### config.mk
export PLATFORM = sky130hd
export DESIGN_NAME = cp0_v2
export DESIGN_NICKNAME = d
export VERILOG_FILES = /design/src/rtl/cp0_v2.sv
export SDC_FILE = /design/constraint.sdc
export NUM_CORES = 1
export LEC_CHECK = 0
export CAP_MARGIN = 10
export CORE_MARGIN = 2
export CORE_UTILIZATION = 30
export DETAILED_ROUTE_END_ITERATION = 16
export HOLD_SLACK_MARGIN = 0.02
export SLEW_MARGIN = 25
export SYNTH_ARGS = -nofsm -noshare
export SYNTH_HDL_FRONTEND = slang
export SYNTH_SLANG_ARGS = --single-unit
### constraint.sdc
create_clock -name clk -period 3.1 [get_ports clk]
set_input_delay 0.62 -clock clk [delete_from_list [all_inputs] [get_ports clk]]
set_output_delay 0.62 -clock clk [all_outputs]
set_load 0.03 [all_outputs]
### src/rtl/cp0_v2.sv
// cp0_v2 - MIPS32 coprocessor-0 register file, second generation.
// Holds BadVAddr, Count, Compare, Status, Cause, EPC and Config. Count
// advances once every COUNT_DIV clocks. The timer interrupt is armed by the
// first Compare write. Hardware interrupts are sampled through one register
// stage.
// Ports:
//   clk, rst                    clock, synchronous active-high reset
//   we/waddr/wsel/wdata         MTC0 write port (nonzero wsel drops the write)
//   raddr/rsel -> rdata         MFC0 read port, combinational
//   exc_valid/exc_code/exc_eret/exc_bd/exc_pc/exc_badvaddr_we/exc_badvaddr
//                               commit-stage exception and ERET interface
//   hw_int_i                    level hardware interrupts
//   int_req_o, timer_int_o      masked interrupt request, Cause.TI
//   count_o .. badvaddr_o       register views
module cp0_v2 #(
  parameter int unsigned N_HW_INT     = 6,
  parameter int unsigned COUNT_DIV    = 2,
  parameter logic [31:0] CONFIG_VAL   = 32'h0000_0001,
  parameter logic [31:0] RESET_STATUS = 32'h0040_0000
) (
  input  logic                clk,
  input  logic                rst,
  input  logic                we,
  input  logic [4:0]          waddr,
  input  logic [2:0]          wsel,
  input  logic [31:0]         wdata,
  input  logic [4:0]          raddr,
  input  logic [2:0]          rsel,
  output logic [31:0]         rdata,
  input  logic                exc_valid,
  input  logic [4:0]          exc_code,
  input  logic                exc_eret,
  input  logic                exc_bd,
  input  logic [31:0]         exc_pc,
  input  logic                exc_badvaddr_we,
  input  logic [31:0]         exc_badvaddr,
  input  logic [N_HW_INT-1:0] hw_int_i,
  output logic                int_req_o,
  output logic                timer_int_o,
  output logic [31:0]         count_o,
  output logic [31:0]         compare_o,
  output logic [31:0]         status_o,
  output logic [31:0]         cause_o,
  output logic [31:0]         epc_o,
  output logic [31:0]         badvaddr_o
);

  localparam int unsigned   PW          = (COUNT_DIV > 1) ? $clog2(COUNT_DIV) : 1;
  localparam logic [PW-1:0] PRESC_MAX   = PW'(COUNT_DIV - 1);
  localparam logic [31:0]   STATUS_MASK = 32'h0040_FF03;

  localparam logic [4:0] REG_BADVADDR = 5'd8;
  localparam logic [4:0] REG_COUNT    = 5'd9;
  localparam logic [4:0] REG_COMPARE  = 5'd11;
  localparam logic [4:0] REG_STATUS   = 5'd12;
  localparam logic [4:0] REG_CAUSE    = 5'd13;
  localparam logic [4:0] REG_EPC      = 5'd14;
  localparam logic [4:0] REG_CONFIG   = 5'd16;

  logic [31:0]         count, compare, status, epc, badvaddr, cause;
  logic [PW-1:0]       presc;
  logic [N_HW_INT-1:0] hw_q;
  logic                armed, ti, cause_bd;
  logic [1:0]          ip_sw;
  logic [4:0]          exc_code_q;
  logic [5:0]          ip_hw;
  logic [7:0]          ip;

  // A committed exception or ERET flushes the instruction doing the MTC0.
  logic wr_en, wr_count, wr_compare, wr_status, wr_cause, wr_epc;
  assign wr_en      = we && (wsel == '0) && !exc_valid && !exc_eret;
  assign wr_count   = wr_en && (waddr == REG_COUNT);
  assign wr_compare = wr_en && (waddr == REG_COMPARE);
  assign wr_status  = wr_en && (waddr == REG_STATUS);
  assign wr_cause   = wr_en && (waddr == REG_CAUSE);
  assign wr_epc     = wr_en && (waddr == REG_EPC);

  always_ff @(posedge clk) begin
    if (rst) begin
      count      <= '0;
      compare    <= '0;
      status     <= RESET_STATUS;
      epc        <= '0;
      badvaddr   <= '0;
      presc      <= '0;
      hw_q       <= '0;
      armed      <= 1'b0;
      ti         <= 1'b0;
      cause_bd   <= 1'b0;
      ip_sw      <= '0;
      exc_code_q <= '0;
    end else begin
      hw_q <= hw_int_i;

      if (wr_count) begin
        count <= wdata;
        presc <= '0;
      end else if (presc == PRESC_MAX) begin
        presc <= '0;
        count <= count + 32'd1;
      end else begin
        presc <= presc + PW'(1);
      end

      // Compare write clears TI even when Count matches in the same cycle.
      if (wr_compare) begin
        compare <= wdata;
        armed   <= 1'b1;
        ti      <= 1'b0;
      end else if (armed && (count == compare)) begin
        ti <= 1'b1;
      end

      if (exc_valid) begin
        exc_code_q <= exc_code;
        if (!status[1]) begin
          epc      <= exc_bd ? (exc_pc - 32'd4) : exc_pc;
          cause_bd <= exc_bd;
        end
        status[1] <= 1'b1;
        if (exc_badvaddr_we) badvaddr <= exc_badvaddr;
      end else if (exc_eret) begin
        status[1] <= 1'b0;
      end else begin
        if (wr_status) status <= wdata & STATUS_MASK;
        if (wr_cause)  ip_sw  <= wdata[9:8];
        if (wr_epc)    epc    <= wdata;
      end
    end
  end

  assign ip_hw = 6'(hw_q);
  assign ip    = {ip_hw[5] | ti, ip_hw[4:0], ip_sw};
  assign cause = {cause_bd, ti, 14'b0, ip, 1'b0, exc_code_q, 2'b0};

  always_comb begin
    rdata = '0;
    if (rsel == '0) begin
      case (raddr)
        REG_BADVADDR: rdata = badvaddr;
        REG_COUNT:    rdata = count;
        REG_COMPARE:  rdata = compare;
        REG_STATUS:   rdata = status;
        REG_CAUSE:    rdata = cause;
        REG_EPC:      rdata = epc;
        REG_CONFIG:   rdata = CONFIG_VAL;
        default:      rdata = '0;
      endcase
    end
  end

  assign int_req_o   = status[0] & ~status[1] & (|(status[15:8] & cause[15:8]));
  assign timer_int_o = ti;
  assign count_o     = count;
  assign compare_o   = compare;
  assign status_o    = status;
  assign cause_o     = cause;
  assign epc_o       = epc;
  assign badvaddr_o  = badvaddr;

endmodule

Yosys cells after proc, flatten, opt, wreduce, memory -nomap -nowiden
Index checks and enable logic that the tools add are counted.
{ "word_totals": {"ff_bits": 156, "inputBits": 130, "out_inout_bits": 226, "wordCells": 74} }
{ "op_classes": {"add_sub_neg": 3, "eq_ne": 15, "mux": 12, "n_bitwise": 7, "reduce_logical": 24} }
{ "ops": {"columns": ["cell", "n"], "rows": [
  ["two-way mux 32 bit", 8],
  ["one-hot mux 32 bit (7 select lines)", 1],
  ["== test 5 x 4 -> 1 bit, second input constant", 11],
  ["adder 32 x 1 -> 32 bit, second input constant", 1],
  ["== test 32 bit", 1],
  ["subtractor 32 x 3 -> 32 bit, second input constant", 1],
  ["logical AND 1 bit", 9],
  ["AND reduction 3 bit", 3],
  ["bitwise AND 8 bit", 1],
  ["OR reduction 8 bit", 1],
  ["logical NOT 3 bit", 2],
  ["== test 5 bit, second input constant", 1],
  ["inequality test 2 bit, second input constant", 2],
  ["AND reduction 2 bit", 2],
  ["nonzero test 2 bit", 2],
  ["NOT 1 bit", 3],
  ["nonzero test 3 bit", 1],
  ["OR reduction 3 bit", 1],
  ["bitwise AND 1 bit", 2],
  ["logical NOT 1 bit", 2],
  ["two-way mux 1 bit", 2],
  ["two-way mux 2 bit", 1],
  ["OR reduction 2 bit", 1],
  ["adder 1 bit, second input constant", 1],
  ["OR 1 bit", 1]
]} }

Depth between registers and ports, before layout
Gate-level depths: netlist (run 1).
{ "logic_depth": {"word_depth": 8, "depth_mapped": 8, "depth_no_buf": 7} }

Worst setup path after synthesis (run 1)
Ideal clock, no wire load.
{ "synth_timing": {"kind": "input port to output port", "startpoint": "input port raddr[1]", "endpoint": "output port rdata[0]", "arrival_time_ns": 2.403, "t_required_ns": 2.480, "setup_slack_ns": 0.077, "cell_stages": 6, "path_buffers": 1, "path_cell_list": "or4b_1 > a21oi_1 > a31oi_1 > or4_1 > buf_2 > a31oi_1"} }
{ "synth_between": {"elab_chain_cells": 3, "elab_cells_between_ends": 9, "cone_classes": "eq/ne: 7; mux: 2"} }
{ "synth_lines": {"columns": ["item", "line", "text"], "rows": [
  ["start: declaration", "27", "input logic [4:0] raddr,"],
  ["== test 5 bit / == test 5 x 4 -> 1 bit (equally long branches)", "139", "case (raddr)"],
  ["one-hot mux 32 bit (7 select lines) *", "139", null],
  ["two-way mux 32 bit *", "138", "if (rsel == '0) begin"],
  ["end: declaration", "29", "output logic [31:0] rdata,"]
]} }
Every way passes the cells marked *; elsewhere a longest branch is shown, timed or not.

Worst setup path after layout (run 1)
{ "layout_timing": {"startpoint": "input port raddr[2]", "endpoint": "output port rdata[15]"} }
The elaborated chain is that of the path after synthesis.

==> metrics.md, run 1 <==
| Metric | Value |
|---|---|
| Status | complete, but fails checks |
| Min Tclk post-route | 3.17 ns |
| Post-synthesis sequential area ratio | 0.345 |
| Initial antenna violation count | 2 |
| Clk buf depth | 2 |
| Clock group share of total power | 0.415 |
| Gr usage total | 0.255 |
| TritonRoute pass-1 iters | 5 |
| Crit path launch type | input pin |
| Leak | 4.67 nW |
| Io pins | 356 |
| Most common flop cell mapped by yosys | dfxtp_1 |
| Antenna Nets Post-Route | 0 |
| Fin. Hold Viols | 0 |
| Total power | 5.12 mW |
| Worst Hold Launch | badvaddr_o[16] |
| Power density over the cells | 368 mW/mm2 |
| Type of the worst min-delay path | reg2reg |
| #FFs+latches synth | 156 |
| Worst setup margin | -0.0665 ns |
| Clock Skew | 0.00917 ns |
| Reg power frac | 0.419 |
| DR WL/cell | between 20 and 25 um |
| Post-synth design cell area | 0.00905 mm2 |
| Initial Utilization | 0.305 |
| Core area | between 0.02 and 0.03 mm2 |
| Peak fanout along the critical path | 6 |
| Post-DR vias/cell | 5.31 |
| Worst vdd ir | ~360 uV |
| Commonest cells after routing, fill and taps aside | clkdlybuf4s50_1, nand2_1, dfxtp_1 |
| Switching share of power | 0.298 |
| Worst R2R Start | count_o[9] |
| Max-Cap Viols | 0 |
| Critical path class | in2out |
| Area growth from synthesis to layout | 53.8% |
| Actual slew at the worst max-slew pin | between 0.8 and 0.9 ns |
| Comb power frac | 0.167 |
| Row count | 63 |
| Die W | about 180 um |
| Critical path capture point type | primary output |
| Largest net degree at the start of global routing | 150 |
| Most common cell after layout, fill and taps aside | clkdlybuf4s50_1 |
| Via count | 9,699 |
| Total wire length | approximately 40,000 um |
| Max-Slew Margin vs Limit | 0.427 |
| Clock root buffer | clkbuf_16 |
| Post-synth EDFFs | 0 |
| Share of flip-flops with an asynchronous set or reset | 0 |
| Finished Cell Area | 0.0139 mm2 |
| CP Launch Point | raddr[2] |
| Die area | 0.0316 mm2 |
| Final setup viols | 29 |
| Internal power | 3.60 mW |
| Fillers | 2,858 |
| CP arrival | 2.55 ns |
| Req. time, crit path | about 2.5 ns |
| Drt drc | 0 |
| Dpl cells | 1,784 |
| GPL Wtd Cong | 0.909 |
| Global-route wire length before repair | 59,600 um |
| Pre-CTS WS | -0.645 ns |
| Share of layout cells above drive strength 1 | 0.157 |
| Synth cell types | 68 |
| Initial DRC Count | between 800 and 900 |
| Reg clk slew, reported paths | 0.06 ns |
| Global route total overflow | 0 |
| Synth Area per Inst | 8.10 um2 |
| H-Tree Depth | 4 |
| Clk_lat worst skew | 0.43 ns |
| Clk sinks | 156 |
| Max Slew Vio Count | 0 |
| Unrepaired setup endpoints after global routing | true |
| CTS tree | yes |
| CTS Buf Count | 17 |
| Non-filler instance count after layout | roughly 1,800 |
| Violated checks | setup timing |
| Mapped Cells | ~1,100 |
| Fmax achieved | about 320 MHz |
| Final net count | ~1,600 |
| IO buf count | 317 |
| Placed instance area | 0.0129 mm2 |
| Synth warn | 0 |
| Die height | approximately 180 um |
| Sw Pwr | 1.52 mW |
| Final HPWL DP | 31,100 um |
| Vias in the first global route | 9,216 |
| Final period utilization | 1.02 |
-- cells by family (layout without fill, tap and decap cells) --
group,Yosys count,after routing,synth area share
buf+inv,148,429,0.0843
flops,156,156,0.345
simple gates,428,428,0.234
compound gates,277,277,0.228
fa+ha+maj,2,2,0.00276
xor+xnor,84,84,0.0812
mux,22,22,0.0243
other cells,1,39,0.000414
-- final cells by class --
cell class	instances	area, um2	share of cell area
clock inverters	13	131	0.00944
flip-flops and latches	156	3120	0.224
repair buffers	385	4160	0.298
diodes	1	2.50	0.000180
multi-input cells	851	5530	0.397
clock buffers	19	453	0.0325
inverters	12	45.0	0.00324
well taps	390	488	0.0350
-- synth_stat cells (11+ instances only) --
master / instances / share of area
inv_1: 12 / 0.0050
nor4_1: 12 / 0.0083
a222oi_1: 18 / 0.020
nand2_1: 199 / 0.082
dfxtp_1: 156 / 0.34
xnor2_1: 56 / 0.054
xor2_1: 28 / 0.027
o21ai_0: 15 / 0.0083
nand3_1: 23 / 0.013
nor3_1: 22 / 0.012
buf_4: 45 / 0.037
buf_2: 13 / 0.0072
a211oi_2: 32 / 0.044
nor2_1: 72 / 0.030
nand4_1: 26 / 0.018
a21oi_2: 30 / 0.029
and3_1: 11 / 0.0076
mux2i_1: 22 / 0.024
clkbuf_1: 69 / 0.029
a22oi_1: 41 / 0.034
a21oi_1: 87 / 0.048
-- power by group through the flow --
stage | Sequential, mW | Combinational (mW) | Clock (mW)
3_3_place_gp | 2.19 | 0.821 | 0
3_5_place_dp | 2.19 | 0.829 | 0
6_report | 2.14 | 0.854 | 2.12
2_1_floorplan | 2.25 | 0.344 | 0
4_1_cts | 2.14 | 0.851 | 2.16
5_1_grt | 2.15 | 0.904 | 2.24
-- registers in the layout, indices dropped and copies added (netlist names), 2 cells and up --
name        cells
badvaddr_o     32
compare_o      32
count_o        32
epc_o          32
exc_code_q      5
hw_q            6
ip_sw           2
status_o       11
-- worst max-delay path: stages --
cell and delay (ns):
buf_6 0.09, or4b_4 0.53, a21oi_2 0.13, a31oi_1 0.05, or4_4 0.48, buf_12 0.18, buf_12 0.14, a31oi_4 0.17
buf_12 0.14
-- layer usage --
layer  GRT usage  vias up  routed length (um)
met5           0        -                  16
met4       0.107        2                1460
met3      0.0403       77                2940
met2       0.407      451               19100
met1       0.339     4642               17300
li1            -     4527                   -
-- final timing paths --
path | slack [ns] | cells past startpoint | endpoint
max | -0.07 | 9 | rdata[15]
max reg2reg | 0.92 | 5 | count_o[30]
min | 0.47 | 2 | badvaddr_o[16]
min reg2reg | 0.47 | 2 | badvaddr_o[16]
-- through the flow --
step           hold slack (ns)  utilization  TNS (ns)
6_report                 0.474        0.469    -0.839
2_1_floorplan            0.434            -         0
3_3_place_gp             0.448        0.432    -17.86
5_1_grt                  0.495        0.469     -2.55
4_1_cts                  0.476        0.468     -2.39
3_5_place_dp             0.461        0.432    -18.02
-- what timing repair did --
item / CTS / global route
pin swaps: 5 / 1
cloned: 5 / 0
buffers inserted: 5 / 0
gates resized for setup: 69 / 3
hold buffers: 0 / 0
setup endpoints to repair: 32 / 32
(Power assumes the default switching activity.)
==> inputs of run 2 (changes only) <==
--- a/config.mk
+++ b/config.mk
@@ -6,10 +6,10 @@
 export NUM_CORES = 1
 export LEC_CHECK = 0
 export CAP_MARGIN = 10
-export CORE_MARGIN = 2
 export CORE_UTILIZATION = 30
 export DETAILED_ROUTE_END_ITERATION = 16
 export HOLD_SLACK_MARGIN = 0.02
+export PLACE_DENSITY = 0.61
 export SLEW_MARGIN = 25
 export SYNTH_ARGS = -nofsm -noshare
 export SYNTH_HDL_FRONTEND = slang
==> run 2 against run 1 <==
Against the previous run: the flow still finishes with violations (setup timing); setup slack improved by 0.036 ns; cell area fell by 1.3%; clock power barely moved; power fell by 0.41%; sequential power barely moved; critical path type unchanged; critical endpoint unchanged; largest power group unchanged; highest routed layer unchanged.
==> metrics.md, run 2 (synthesized netlist as in run 1, its figures left out) <==
| Metric | Value |
|---|---|
| Reg clk slew, reported paths | about 0.060 ns |
| Die W | 176 um |
| Via count | 9,601 |
| Clock Skew | around 0.0099 ns |
| Final setup viols | 9 |
| Final period utilization | 1.01 |
| Reg area | 0.00312 mm2 |
| Clock root buffer | clkbuf_16 |
| TritonRoute pass-1 iters | 5 |
| Leak | 4.59 nW |
| Violated checks | setup timing |
| Io pins | 356 |
| Row count | 63 |
| Req. time, crit path | roughly 2.5 ns |
| Die area | 0.0309 mm2 |
| Comb power frac | 0.166 |
| Critical path capture point type | primary output |
| Fillers | 2,953 |
| Peak fanout along the critical path | 8 |
| Final HPWL DP | 31,300 um |
| Max-Cap Viols | 0 |
| Critical path class | in2out |
| Multi-input gate area | 0.00549 mm2 |
| Fin. Hold Viols | 0 |
| Sw Pwr | 1.54 mW |
| Initial Utilization | 0.306 |
| Total wire length | approximately 41,000 um |
| CP arrival | between 2 and 3 ns |
| Largest net degree at the start of global routing | 103 |
| Fmax achieved | around 320 MHz |
| Antenna Nets Post-Route | 0 |
| Clock group share of total power | 0.414 |
| CTS tree | yes |
| Commonest cells after routing, fill and taps aside | clkdlybuf4s50_1, nand2_1, dfxtp_1 |
| Share of layout cells above drive strength 1 | 0.153 |
| Final net count | about 1,500 |
| GPL Wtd Cong | 0.923 |
| Drt drc | 0 |
| Min Tclk post-route | 3.13 ns |
| Reg power frac | 0.420 |
| H-Tree Depth | 4 |
| Post-DR vias/cell | 5.28 |
| Clk buf depth | 2 |
| CTS Buf Count | 17 |
| Max-Slew Margin vs Limit | 0.496 |
| Gr usage total | 0.255 |
| Initial antenna violation count | 2 |
| Power density over the cells | approximately 370 mW/mm2 |
| Crit path launch type | input pin |
| Switching share of power | 0.302 |
| Area growth from synthesis to layout | 51.8% |
| Global-route wire length before repair | 58,000 um |
| Min Hold Slack | 0.475 ns |
| Vias in the first global route | 8,916 |
| Clk sinks | 156 |
| Internal power | 3.56 mW |
| IO buf count | roughly 320 |
| Worst setup margin | -0.0302 ns |
| Total power | about 5.1 mW |
| DR WL/cell | ~22 um |
| Status | complete, but fails checks |
| Fin Setup TNS | -0.0854 ns |
| Global route total overflow | 0 |
| Initial DRC Count | 1,024 |
| Most common cell after layout, fill and taps aside | clkdlybuf4s50_1 |
| Actual slew at the worst max-slew pin | 0.756 ns |
| Clk_lat worst skew | between 0.4 and 0.5 ns |
| Core area | between 0.02 and 0.03 mm2 |
| Unrepaired setup endpoints after global routing | true |
| Hold buffer count at cts | 0 |
| Type of the worst min-delay path | reg2reg |
| Max Slew Vio Count | 0 |
| Worst vdd ir | 374 uV |
| Die height | 176 um |
run 2: metrics by stage:
stage / cell area (um2) / util / std cells / worst slack [ns]
final: 13700 / 0.464 / 1820 / -0.0302
after global routing: 13700 / 0.464 / 1819 / -0.0485
after CTS: 13700 / 0.463 / 1818 / -0.0952
after detailed placement: 12900 / 0.434 / 1784 / -0.635
after global placement: 12900 / 0.434 / 1784 / -0.621
after floorplan: 9190 / - / 1155 / 0.0769
run 2: per-layer routing:
metal | routed length, um | share of wire | GRT usage | vias to the layer above
met4 | 1300 | 0.032 | 0.107 | 2
met3 | 2730 | 0.067 | 0.0392 | 65
met5 | 13 | 0.00032 | 0 | -
met2 | 19000 | 0.47 | 0.414 | 415
li1 | - | - | - | 4513
met1 | 17500 | 0.43 | 0.334 | 4606
run 2: worst max-delay path, cell delays in order:
cell     delay (ns)
buf_6          0.09
or4b_4         0.53
a21oi_2        0.13
a31oi_1        0.05
or4_4          0.54
buf_12         0.21
a31oi_4        0.18
buf_12         0.14
run 2: worst paths after layout:
kind | startpoint | endpoint | slack [ns] | cells past startpoint
min reg2reg | armed | armed | 0.48 | 2
min | armed | armed | 0.48 | 2
max | raddr[2] | rdata[15] | -0.03 | 8
max reg2reg | count_o[14] | count_o[30] | 0.90 | 5
run 2: cell type report:
type	instances	share of cell area
clock buffers	17	0.0310
multi-input cells	851	0.399
clock inverters	15	0.0111
diodes	2	0.000364
flip-flops and latches	156	0.227
inverters	12	0.00328
repair buffers	377	0.292
well taps	390	0.0355
run 2: what timing repair did:
action                                  CTS  global route
cloned                                    2             0
pin swaps                                 8             2
endpoints found under the setup margin   32            32
setup buffers                             1             0
resized for setup                        58             2
run 2: power by group through the flow:
stage               sequential, mW  combinational (mW)  clock (mW)
finish                        2.14               0.848        2.11
global route                  2.15               0.890        2.23
CTS                           2.14               0.844        2.13
detailed placement            2.19               0.831           0
global placement              2.18               0.822           0
floorplan                     2.25               0.344           0
==> inputs of run 3 (changes only) <==
--- a/config.mk
+++ b/config.mk
@@ -10,6 +10,7 @@
 export DETAILED_ROUTE_END_ITERATION = 16
 export HOLD_SLACK_MARGIN = 0.02
 export PLACE_DENSITY = 0.61
+export SETUP_SLACK_MARGIN = 0.5
 export SLEW_MARGIN = 25
 export SYNTH_ARGS = -nofsm -noshare
 export SYNTH_HDL_FRONTEND = slang
==> run 3 against run 2 <==
Against the previous run: the flow still finishes with violations (setup timing); die area unchanged; via count up 0.90%; setup slack got worse by 0.041 ns; combinational power barely moved; largest cell class unchanged; largest power group unchanged.
==> metrics.md, run 3 (synthesized netlist as in run 1, its figures left out) <==
| Metric | Value |
|---|---|
| Initial antenna violation count | 2 |
| Peak fanout along the critical path | 8 |
| Commonest cells after routing, fill and taps aside | clkdlybuf4s50_1, nand2_1, dfxtp_1 |
| Post-DR vias/cell | 5.32 |
| Initial DRC Count | 959 |
| Drt drc | 0 |
| Via count | 9,687 |
| Final period utilization | 1.02 |
| Reg clk slew, reported paths | 0.06 ns |
| CTS tree | yes |
| Pre-CTS WS | -0.438 ns |
| Max-Slew Margin vs Limit | 0.435 |
| Vias in the first global route | 9,123 |
| Clk sinks | around 160 |
| Worst vdd ir | 367 uV |
| CP arrival | 2.55 ns |
| Critical path capture point type | primary output |
| Min Tclk post-route | 3.17 ns |
| DR WL/cell | about 22 um |
| Initial Utilization | 0.306 |
| Max Slew Vio Count | 0 |
| Crit path launch type | input pin |
| Global route total overflow | 0 |
| Actual slew at the worst max-slew pin | 0.847 ns |
| Final HPWL DP | 31,100 um |
| Status | complete, but fails checks |
| Worst Hold Launch | badvaddr_o[3] |
| Worst setup margin | -0.0709 ns |
| Violated checks | setup timing |
| Fmax achieved | ~320 MHz |
| Gr usage total | 0.254 |
| Final net count | 1,552 |
| H-Tree Depth | 4 |
| Leak | 4.61 nW |
| Critical path class | in2out |
| Max-Cap Viols | 0 |
| Unrepaired setup endpoints after global routing | true |
| Clk_lat worst skew | 0.43 ns |
| Fin Setup TNS | -1.57 ns |
| Die W | 176 um |
| Antenna Nets Post-Route | 0 |
| Req. time, crit path | 2.48 ns |
| TritonRoute pass-1 iters | 7 |
| Core area | 0.0296 mm2 |
| Register-to-Register Path Depth | 5 |
| Total power | 5.12 mW |
| Largest net degree at the start of global routing | 150 |
| Placed instance area | 0.0131 mm2 |
| Finished Cell Area | 0.0139 mm2 |
| Io pins | about 360 |
| Power density over the cells | 368 mW/mm2 |
| Final setup viols | 29 |
| Share of layout cells above drive strength 1 | 0.156 |
| Dpl cells | 1,784 |
| Row count | 63 |
| Area growth from synthesis to layout | 53.7% |
| Fin. Hold Viols | 0 |
| Total wire length | 40,400 um |
| Die height | between 150 and 200 um |
| Type of the worst min-delay path | reg2reg |
| Non-filler instance count after layout | roughly 1,800 |
| GPL Wtd Cong | 0.932 |
| Worst R2R Start | count_o[7] |
| Clock Skew | 0.00730 ns |
| Min Hold Slack | ~0.47 ns |
| Clock root buffer | clkbuf_16 |
| IO buf count | 317 |
| CP Launch Point | raddr[1] |
| Fin util | 0.470 |
| Die area | 0.0309 mm2 |
| CTS Buf Count | 17 |
| Clk buf depth | 2 |
| Most common cell after layout, fill and taps aside | clkdlybuf4s50_1 |
| Global-route wire length before repair | 58,300 um |
| Hold Path Depth | 2 |
[run 3: changes by cell type in the layout (fill, tap and decap cells not counted), moves of 2 or more]
cell	before	now
bufinv_16	1	3
a21oi_4	14	30
clkinv_2	1	3
a21oi_2	17	1
inv_8	2	0
inv_6	8	1
buf_4	44	48
clkbuf_1	0	2
[run 3: final timing paths]
check / endpoint / slack (ns)
worst max register to register: count_o[30] / 0.86
worst max-delay path: rdata[19] / -0.07
worst min register to register: badvaddr_o[3] / 0.47
worst min-delay path: badvaddr_o[3] / 0.47
[run 3: area by class of cell]
type / instances / area [um2]
Antenna cell: 1 / 2.50
Clock buffer: 19 / 433
Clock inverter: 11 / 146
Fill cell: 2974 / 15700
Inverter: 12 / 45.0
Multi-Input combinational cell: 851 / 5620
Sequential cell: 156 / 3120
Tap cell: 390 / 488
Timing Repair Buffer: 382 / 4060
[run 3: timing repair]
action,in CTS,in global routing
cloned,1,0
hold buffers,0,0
buffers inserted,4,2
pin swaps,3,4
hold endpoints to repair,0,0
gates resized for setup,40,14
endpoints found under the setup margin,33,61
[run 3: where the power goes]
part	switching (mW)	internal, mW
logic	0.488	0.362
registers	0.0816	2.06
clock network	0.865	1.26
total	1.43	3.68
[run 3: layer usage]
| metal | global-route usage | up-vias | routed length (um) |
|---|---|---|---|
| met2 | 0.412 | 417 | 19000 |
| met5 | 0 | - | 14 |
| met3 | 0.0470 | 75 | 2680 |
| met4 | 0.0931 | 2 | 1340 |
| li1 | - | 4512 | - |
| met1 | 0.332 | 4681 | 17400 |
[run 3: worst max-delay path: stages]
cell and delay (ns):
buf_6 0.09, or4b_4 0.54, a21oi_2 0.14, a31oi_1 0.05
or4_4 0.48, buf_12 0.17, buf_16 0.16, a21oi_4 0.15
buf_12 0.13
